## src/rtl/stim_expect_sequencer.sv

```systemverilog
// Run controller for a stimulus/expect vector-memory pair: header check, stimulus issue, latency-aligned compare.
// Optional build macro STIM_SEQ_STOP_ON_MISMATCH_EN halts new reads after the first compare failure.
module stim_expect_sequencer #(
  parameter int WIDTH       = 8,
  parameter int CNT_WIDTH   = 16,
  parameter int DUT_LATENCY = 1
) (
  input  logic                 clock,
  input  logic                 reset_,
  input  logic                 start,
  input  logic [CNT_WIDTH-1:0] num_vectors,
  input  logic                 stall,
  output logic                 stim_rd_en,
  output logic                 exp_rd_en,
  input  logic                 stim_id_err,
  input  logic                 stim_version_err,
  input  logic                 exp_id_err,
  input  logic                 exp_version_err,
  input  logic [WIDTH-1:0]     stim_vector,
  input  logic [WIDTH-1:0]     exp_vector,
  output logic [WIDTH-1:0]     dut_in,
  output logic                 dut_in_valid,
  input  logic [WIDTH-1:0]     dut_out,
  output logic                 busy,
  output logic                 done,
  output logic                 pass,
  output logic                 hdr_err,
  output logic [CNT_WIDTH-1:0] mismatch_count,
  output logic [CNT_WIDTH-1:0] vector_count,
  output logic [CNT_WIDTH-1:0] first_mismatch
);

  localparam logic [2:0] S_IDLE   = 3'd0;
  localparam logic [2:0] S_HDR0   = 3'd1;
  localparam logic [2:0] S_HDR1   = 3'd2;
  localparam logic [2:0] S_HDRCHK = 3'd3;
  localparam logic [2:0] S_RUN    = 3'd4;
  localparam logic [2:0] S_DRAIN  = 3'd5;
  localparam logic [2:0] S_FINISH = 3'd6;

  localparam logic [CNT_WIDTH-1:0] CNT_ONE  = {{(CNT_WIDTH-1){1'b0}}, 1'b1};
  localparam logic [CNT_WIDTH-1:0] CNT_ZERO = '0;
  localparam logic [CNT_WIDTH-1:0] CNT_MAX  = '1;

  logic [2:0]           state;
  logic [2:0]           next_state;
  logic [CNT_WIDTH-1:0] remaining;
  logic [CNT_WIDTH-1:0] num_q;
  logic                 id_err_q;
  logic                 issue;
  logic                 rd_en;
  logic                 hdr_fail;
  logic                 stop_gate;
  logic                 pass_next;
  logic                 cmp_valid;
  logic                 cmp_miss;

  // Stage 0 lines up with dut_in; stage DUT_LATENCY lines up with dut_out.
  logic [WIDTH-1:0]     exp_pipe [0:DUT_LATENCY];
  logic [DUT_LATENCY:0] vld_pipe;

  assign hdr_fail     = id_err_q | stim_version_err | exp_version_err;
  assign cmp_valid    = vld_pipe[DUT_LATENCY];
  assign cmp_miss     = cmp_valid && (dut_out != exp_pipe[DUT_LATENCY]);
  assign dut_in_valid = vld_pipe[0];
  assign busy         = (state != S_IDLE);
  assign done         = (state == S_FINISH);
  assign stim_rd_en   = rd_en;
  assign exp_rd_en    = rd_en;

`ifdef STIM_SEQ_STOP_ON_MISMATCH_EN
  logic stop_q;

  always_ff @(posedge clock or negedge reset_) begin
    if (!reset_) begin
      stop_q <= 1'b0;
    end else if (state == S_IDLE && start) begin
      stop_q <= 1'b0;
    end else if (cmp_miss) begin
      stop_q <= 1'b1;
    end
  end

  assign stop_gate = stop_q;
`else
  assign stop_gate = 1'b0;
`endif

  always_comb begin
    rd_en = 1'b0;
    case (state)
      S_HDR0, S_HDR1: rd_en = 1'b1;
      S_RUN:          rd_en = ~stall & (remaining != CNT_ZERO) & ~stop_gate;
      default:        rd_en = 1'b0;
    endcase
  end

  always_comb begin
    next_state = state;
    case (state)
      S_IDLE:   if (start) next_state = S_HDR0;
      S_HDR0:   next_state = S_HDR1;
      S_HDR1:   next_state = S_HDRCHK;
      S_HDRCHK: next_state = (hdr_fail || num_q == CNT_ZERO) ? S_FINISH : S_RUN;
      S_RUN: begin
        if (stop_gate || (remaining == CNT_ZERO && !issue)) next_state = S_DRAIN;
      end
      S_DRAIN:  if (!issue && vld_pipe == '0) next_state = S_FINISH;
      S_FINISH: next_state = S_IDLE;
      default:  next_state = S_IDLE;
    endcase
  end

  // Result is settled on the edge into FINISH so pass is valid alongside done.
  assign pass_next = ~(hdr_err | (state == S_HDRCHK && hdr_fail))
                   & (mismatch_count == CNT_ZERO)
                   & (vector_count == num_q);

  always_ff @(posedge clock or negedge reset_) begin
    if (!reset_) begin
      state     <= S_IDLE;
      remaining <= '0;
      num_q     <= '0;
      id_err_q  <= 1'b0;
      issue     <= 1'b0;
      pass      <= 1'b0;
      hdr_err   <= 1'b0;
    end else begin
      state <= next_state;
      issue <= rd_en && (state == S_RUN);
      if (state == S_IDLE && start) begin
        remaining <= num_vectors;
        num_q     <= num_vectors;
        pass      <= 1'b0;
        hdr_err   <= 1'b0;
      end
      if (state == S_RUN && rd_en) begin
        remaining <= remaining - CNT_ONE;
      end
      if (state == S_HDR1) begin
        id_err_q <= stim_id_err | exp_id_err;
      end
      if (state == S_HDRCHK && hdr_fail) begin
        hdr_err <= 1'b1;
      end
      if (state != S_FINISH && next_state == S_FINISH) begin
        pass <= pass_next;
      end
    end
  end

  always_ff @(posedge clock or negedge reset_) begin
    if (!reset_) begin
      dut_in   <= '0;
      vld_pipe <= '0;
      for (int i = 0; i <= DUT_LATENCY; i++) begin
        exp_pipe[i] <= '0;
      end
    end else begin
      vld_pipe[0] <= issue;
      if (issue) begin
        dut_in      <= stim_vector;
        exp_pipe[0] <= exp_vector;
      end
      for (int i = 1; i <= DUT_LATENCY; i++) begin
        vld_pipe[i] <= vld_pipe[i-1];
        exp_pipe[i] <= exp_pipe[i-1];
      end
    end
  end

  // Counters saturate; first_mismatch records the compare index before the increment.
  always_ff @(posedge clock or negedge reset_) begin
    if (!reset_) begin
      mismatch_count <= '0;
      vector_count   <= '0;
      first_mismatch <= '0;
    end else if (state == S_IDLE && start) begin
      mismatch_count <= '0;
      vector_count   <= '0;
      first_mismatch <= '0;
    end else if (cmp_valid) begin
      if (vector_count != CNT_MAX) begin
        vector_count <= vector_count + CNT_ONE;
      end
      if (cmp_miss) begin
        if (mismatch_count == CNT_ZERO) begin
          first_mismatch <= vector_count;
        end
        if (mismatch_count != CNT_MAX) begin
          mismatch_count <= mismatch_count + CNT_ONE;
        end
      end
    end
  end

endmodule

```

## config.mk

```make
export PLATFORM = sky130hd
export DESIGN_NAME = stim_expect_sequencer
export DESIGN_NICKNAME = d
export VERILOG_FILES = /design/src/rtl/stim_expect_sequencer.sv
export SDC_FILE = /design/constraint.sdc
export NUM_CORES = 1
export LEC_CHECK = 0
export BUFFER_PORTS_ARGS = -buffer_cell sky130_fd_sc_hd__buf_2
export CORE_MARGIN = 5
export CORE_UTILIZATION = 47
export CTS_BUF_LIST = sky130_fd_sc_hd__clkbuf_4 sky130_fd_sc_hd__clkbuf_8
export DETAILED_ROUTE_END_ITERATION = 6
export PLACE_DENSITY = 0.82
export SLEW_MARGIN = 20
export SYNTH_ARGS = -nofsm -noshare
export SYNTH_HDL_FRONTEND = slang
export SYNTH_SLANG_ARGS = --single-unit
```

## constraint.sdc

```tcl
create_clock -name clock -period 1.9 [get_ports clock]
set_input_delay 0.285 -clock clock [delete_from_list [all_inputs] [get_ports clock]]
set_output_delay 0.285 -clock clock [all_outputs]
set_load 0.02 [all_outputs]
```

**Word level (Yosys, flattened, before mapping)**

Cells that the tools add are included.

- Bitwise gates (word level): 9
- Muxes and demuxes: 22
- Div/mod/pow operators: 0
- Reductions and logical operators: 28
- Multipliers: 0
- Magnitude comparators: 0
- Equality and inequality tests: 12
- $add $sub $neg: 3
- Shift-type cells: 0

Operator list:

| kind | count |
|---|---|
| 16-bit 2-to-1 mux | 13 |
| 16-bit zero test | 3 |
| 16-bit by 1-bit adder with 16-bit output (second input constant) | 2 |
| 16-bit inequality test (second input constant) | 2 |
| 3-bit case mux with 6 select lines | 1 |
| 16-bit equality test | 1 |
| 16-bit nonzero test | 1 |
| 2-bit nonzero test | 8 |
| 16-bit by 1-bit subtractor with 16-bit output (second input constant) | 1 |
| 3-bit equality test (second input constant) | 4 |
| 3-bit 2-to-1 mux | 3 |
| 8-bit inequality test | 1 |
| 1-bit logical AND | 7 |
| 3-bit by 2-bit equality test with 1-bit output (second input constant) | 2 |
| 3-bit AND reduction | 2 |
| 1-bit OR | 4 |
| 1-bit AND | 3 |
| 3-bit by 1-bit equality test with 1-bit output (second input constant) | 1 |
| 3-bit zero test | 1 |
| 1-bit 2-to-1 mux | 3 |
| 3-bit inequality test (second input constant) | 1 |
| 3-bit nonzero test | 1 |
| 2-bit zero test | 1 |
| 2-bit 2-to-1 mux | 1 |
| 6 further kinds | 7 |

- Bits in read-only memories: 0
- Word-level logic and storage cells: 88
- Memories kept: 0
- Bits in registers: 113
- Output and inout port bits: 63
- Input port bits: 48
- RAM bits: 0
- Latch bits: 0

**Logic depth before layout (Yosys ltp)**

- Depth after elaboration: 8
- Depth in mapped cells: 8
- Depth with buffers taken out: 8

**Worst setup path after synthesis**

OpenSTA, ideal clock, no wires.

- Kind: register to output
- Start point: register remaining[7]
- End point: output port stim_rd_en
- Path buffers: 3
- Arrival time: 2,076 ps
- Required time: 1,615 ps
- Setup slack: -461 ps
- Stages on the path, launching flop included: 8
- Cell sequence: dfrtp_1 -> or4_1 -> buf_2 -> nand4b_4 -> nand2_2 -> buf_2 -> o21ai_0 -> buf_4

- Longest elaborated chain between the ends: 3

Ends and longest elaborated chain:

| what | RTL line | text |
|---|---|---|
| start, declared | 47 | `logic [CNT_WIDTH-1:0] remaining;` |
| start signal, assigned | 132 | `remaining <= num_vectors;` |
| start signal, assigned | 138 | `remaining <= remaining - CNT_ONE;` |
| 16-bit nonzero test | 93 | `S_RUN: rd_en = ~stall & (remaining != CNT_ZERO) & ~stop_gate;` |
| 1-bit AND | 93 |  |
| 1-bit case mux with 2 select lines | 91 | `case (state)` |
| end, declared | 13 | `output logic stim_rd_en,` |

No other way between the ends.

**Worst setup path after layout**

- Start point: register remaining[8]
- End point: output port stim_rd_en

Same word-level chain as after synthesis.

==> impl_metrics.env <==
export IMPL_outcome="complete, but fails checks"
export IMPL_failed_checks="negative setup slack"
export IMPL_reg2reg_depth=8
export IMPL_num_rows=39
export IMPL_antenna_found_initial=0
export IMPL_fin_crit_sh_pct=120
export IMPL_boundaryPins=111
export IMPL_p_leak_nw=3.80
export IMPL_antenna_left=0
export IMPL_cts_path_max_buffers=2
export IMPL_final_nets=781
export IMPL_fin_util_pct=66.2
export IMPL_rsz0062_at_grt="yes"
export IMPL_crit_buf_inv=2
export IMPL_synthesis_area_mm2=0.00555
export IMPL_grt_max_degree=44
export IMPL_cp_slowest_cell="or4_4"
export IMPL_worst_pin_slew_ps=505
export IMPL_max_cap_viol_count=0
export IMPL_synth_seq_cells=113
export IMPL_hold_viol_final=0
export IMPL_crit_type="flip-flop to output pin"
export IMPL_cts_buffers=17
export IMPL_wl_per_cell_um=17.9
export IMPL_cts_sinks=113
export IMPL_peakVddDrop_mv=1.08
export IMPL_clk_latency_ps=440
export IMPL_slew_violations=0
export IMPL_clockRootBuffer="clkbuf_8"
export IMPL_dieHeight_um=119
export IMPL_setup_tns_ps=-3520
export IMPL_drt_initial_drc_count=397
export IMPL_drc_errors=0
export IMPL_syn_to_final_growth_pct=37.5
export IMPL_setup_ws_ps=-371
export IMPL_avgSynthCellArea_um2=10.1
export IMPL_reg2reg_slack_ps=-360
export IMPL_path_delay_family="simple AND/OR/NAND/NOR gates"
export IMPL_final_setup_skew_ps=10.1
export IMPL_h_tree_depth=4
export IMPL_die_w_um=119
export IMPL_clk_pin_slew_ps=70
export IMPL_routed_wl_mm=15.8
export IMPL_grt_pass1_wl_mm=25.4
export IMPL_synth_distinct_cells=54
export IMPL_port_buffers=110
export IMPL_worstHoldPathType="input pin to flip-flop"
export IMPL_grt_overflow=0
export IMPL_synth_edf_count=0
export IMPL_layout_commonest_cell="dfrtp_1"
export IMPL_synth_cells=548
export IMPL_drive_gt1_share_pct=38.7
export IMPL_crit_path_end_kind="output pin"
export IMPL_setup_viol_count_final=15
export IMPL_synth_async_reset_ratio_pct=100
export IMPL_design_core_area_mm2=0.0115
export IMPL_place_congestion=1.01
export IMPL_pre_cts_slack_ps=-183
export IMPL_drtPass1Iterations=7
export IMPL_yosys_warnings=0
export IMPL_power_density_mw_per_mm2=1350
export IMPL_cts_tree="built"
export IMPL_antenna_cells=0
export IMPL_reg2reg_to="remaining[12]$_DFFE_PN0P_"
export IMPL_fin_hold_ws_ps=65.1
export IMPL_final_cell_mix="dfrtp_1 (109), buf_2 (107), buf_4 (68), nand2_1 (65), nor2_1 (42)"
export IMPL_instances_no_fill=884
export IMPL_crit_chain="or4_4 > nand4b_4 > nand2_4 > buf_12 > o21ai_4 > buf_6"
export IMPL_post_dp_hpwl_mm=10.7
export IMPL_fmax_mhz=440
export IMPL_cp_max_fo=2
export IMPL_dieArea_mm2=0.0141
export IMPL_slowest_delay_ps=550
export IMPL_dp_cells=834
export IMPL_worst_path_stages=6
export IMPL_cp_arrival_ps=1990
export IMPL_r2r_start="remaining[2]$_DFFE_PN0P_"
export IMPL_startpoint="remaining[8]$_DFFE_PN0P_"
export IMPL_synthFlopType="dfrtp_1"
export IMPL_grt_pass1_vias=5180
export IMPL_required_ps=1620
export IMPL_endpoint="stim_rd_en"
export IMPL_vias=5141
export IMPL_period_needed_ps=2270
export IMPL_avgViaCountPerCell=5.82
export IMPL_syn_num_nets=601
export IMPL_maxSlewHeadroom_pct=66.2
export IMPL_yosysSeqAreaShare_pct=51.0
export IMPL_grt_usage_pct=22.2
export IMPL_start_util_pct=48.2
export IMPL_cp_start_kind="flip-flop"
==> metrics by stage <==
stage | instance area [um2] | total power [mW]
final | 7630 | 10.3
after global routing | 7630 | 10.8
after CTS | 7450 | 10.2
after detailed placement | 6780 | 7.05
after global placement | 6780 | 6.86
after floorplan | 5650 | 5.73
==> cells by family (layout without fill, tap and decap cells) <==
family,after synthesis,count (layout),share of synthesized area (%)
simple gates,232,233,21.9
flops,113,113,51.0
compound gates,81,81,9.88
buf+inv,43,235,3.20
mux,39,39,7.40
xor+xnor,35,35,5.52
fa+ha+maj,5,5,1.13
==> how the worst min path moves through the flow <==
stage	slack [ps]	cells after the start	endpoint	start
after floorplan	-10	0	dut_in[0]$_DFFE_PN0P_	reset_
after global routing	40	2	dut_in[1]$_DFFE_PN0P_	stim_vector[1]
after global placement	250	1	first_mismatch[10]$_DFFE_PN0P_	reset_
after detailed placement	260	1	first_mismatch[7]$_DFFE_PN0P_	reset_
after CTS	40	3	num_q[12]$_DFFE_PN0P_	num_vectors[12]
final	70	3	num_q[12]$_DFFE_PN0P_	num_vectors[12]
==> cell type report <==
class / instances / area (um2)
flip-flops and latches: 113 / 2830
repair buffers: 189 / 1280
clock buffers: 18 / 248
clock inverters: 14 / 236
inverters: 14 / 52.6
multi-input cells: 393 / 2800
well taps: 143 / 179
fillers: 881 / 3890
==> synth_stat cells, types with 2 or more instances <==
cell type | count | area share (%)
o31ai_1 | 8 | 1.1
nand2_1 | 65 | 4.4
a21oi_1 | 15 | 1.4
and4_1 | 7 | 1.1
o211ai_1 | 4 | 0.54
xnor2_1 | 30 | 4.7
nor3_1 | 19 | 1.7
buf_4 | 2 | 0.27
o21ai_1 | 3 | 0.27
o31a_1 | 2 | 0.32
and3_1 | 9 | 1.0
o41ai_1 | 3 | 0.47
mux2i_1 | 23 | 4.1
inv_1 | 13 | 0.88
dfrtp_1 | 113 | 51
mux2_2 | 16 | 3.2
nand2b_1 | 6 | 0.68
ha_1 | 5 | 1.1
buf_2 | 7 | 0.63
and2_1 | 2 | 0.23
xor2_1 | 5 | 0.79
clkbuf_1 | 15 | 1.0
buf_1 | 5 | 0.34
nand3_1 | 20 | 1.8
a31o_2 | 2 | 0.32
nor2_1 | 44 | 3.0
o21a_1 | 4 | 0.54
nor3b_1 | 5 | 0.68
nor4_1 | 18 | 2.0
o21ai_0 | 17 | 1.5
a21o_1 | 8 | 1.1
a221o_1 | 4 | 0.72
or4_1 | 11 | 1.5
nor4b_1 | 2 | 0.32
a31oi_1 | 3 | 0.34
nand4_1 | 11 | 1.2
or3_1 | 4 | 0.45
nor4_2 | 2 | 0.45
==> routing by layer <==
metal  track usage [%]  wire length (um)
met3              7.12              1160
met4              8.76               410
met2              36.3              7830
met5                 0                 0
met1              27.4              6420
==> sequential cells by signal, summed over array words and instances, names as in the netlist <==
name,cells
dut_in,8
vector_count,16
id_err_q,1
exp_pipe,16
pass,1
mismatch_count,16
state,3
num_q,16
vld_pipe,2
remaining,16
first_mismatch,16
issue,1
hdr_err,1
==> what timing repair did <==
item	CTS	global route
hold buffers	1	0
buffers inserted	8	8
cloned	0	2
hold endpoints to repair	28	0
gates resized for setup	28	24
pin swaps	9	10
endpoints found under the setup margin	30	36
==> power breakdown <==
group	internal, mW	leakage (nW)	switching, mW
sequential	3.09	1.46	0.567
combinational	1.87	2.11	2.03
clock	1.72	0.227	1.03
==> worst register-to-register path: stages (launching register included) <==
cell,delay (ps)
dfrtp_1,400
buf_4,140
buf_4,130
or3_4,390
or4_4,580
buf_6,160
nor3_4,130
a31oi_1,110
o21a_1,110
(Power assumes the default switching activity.)
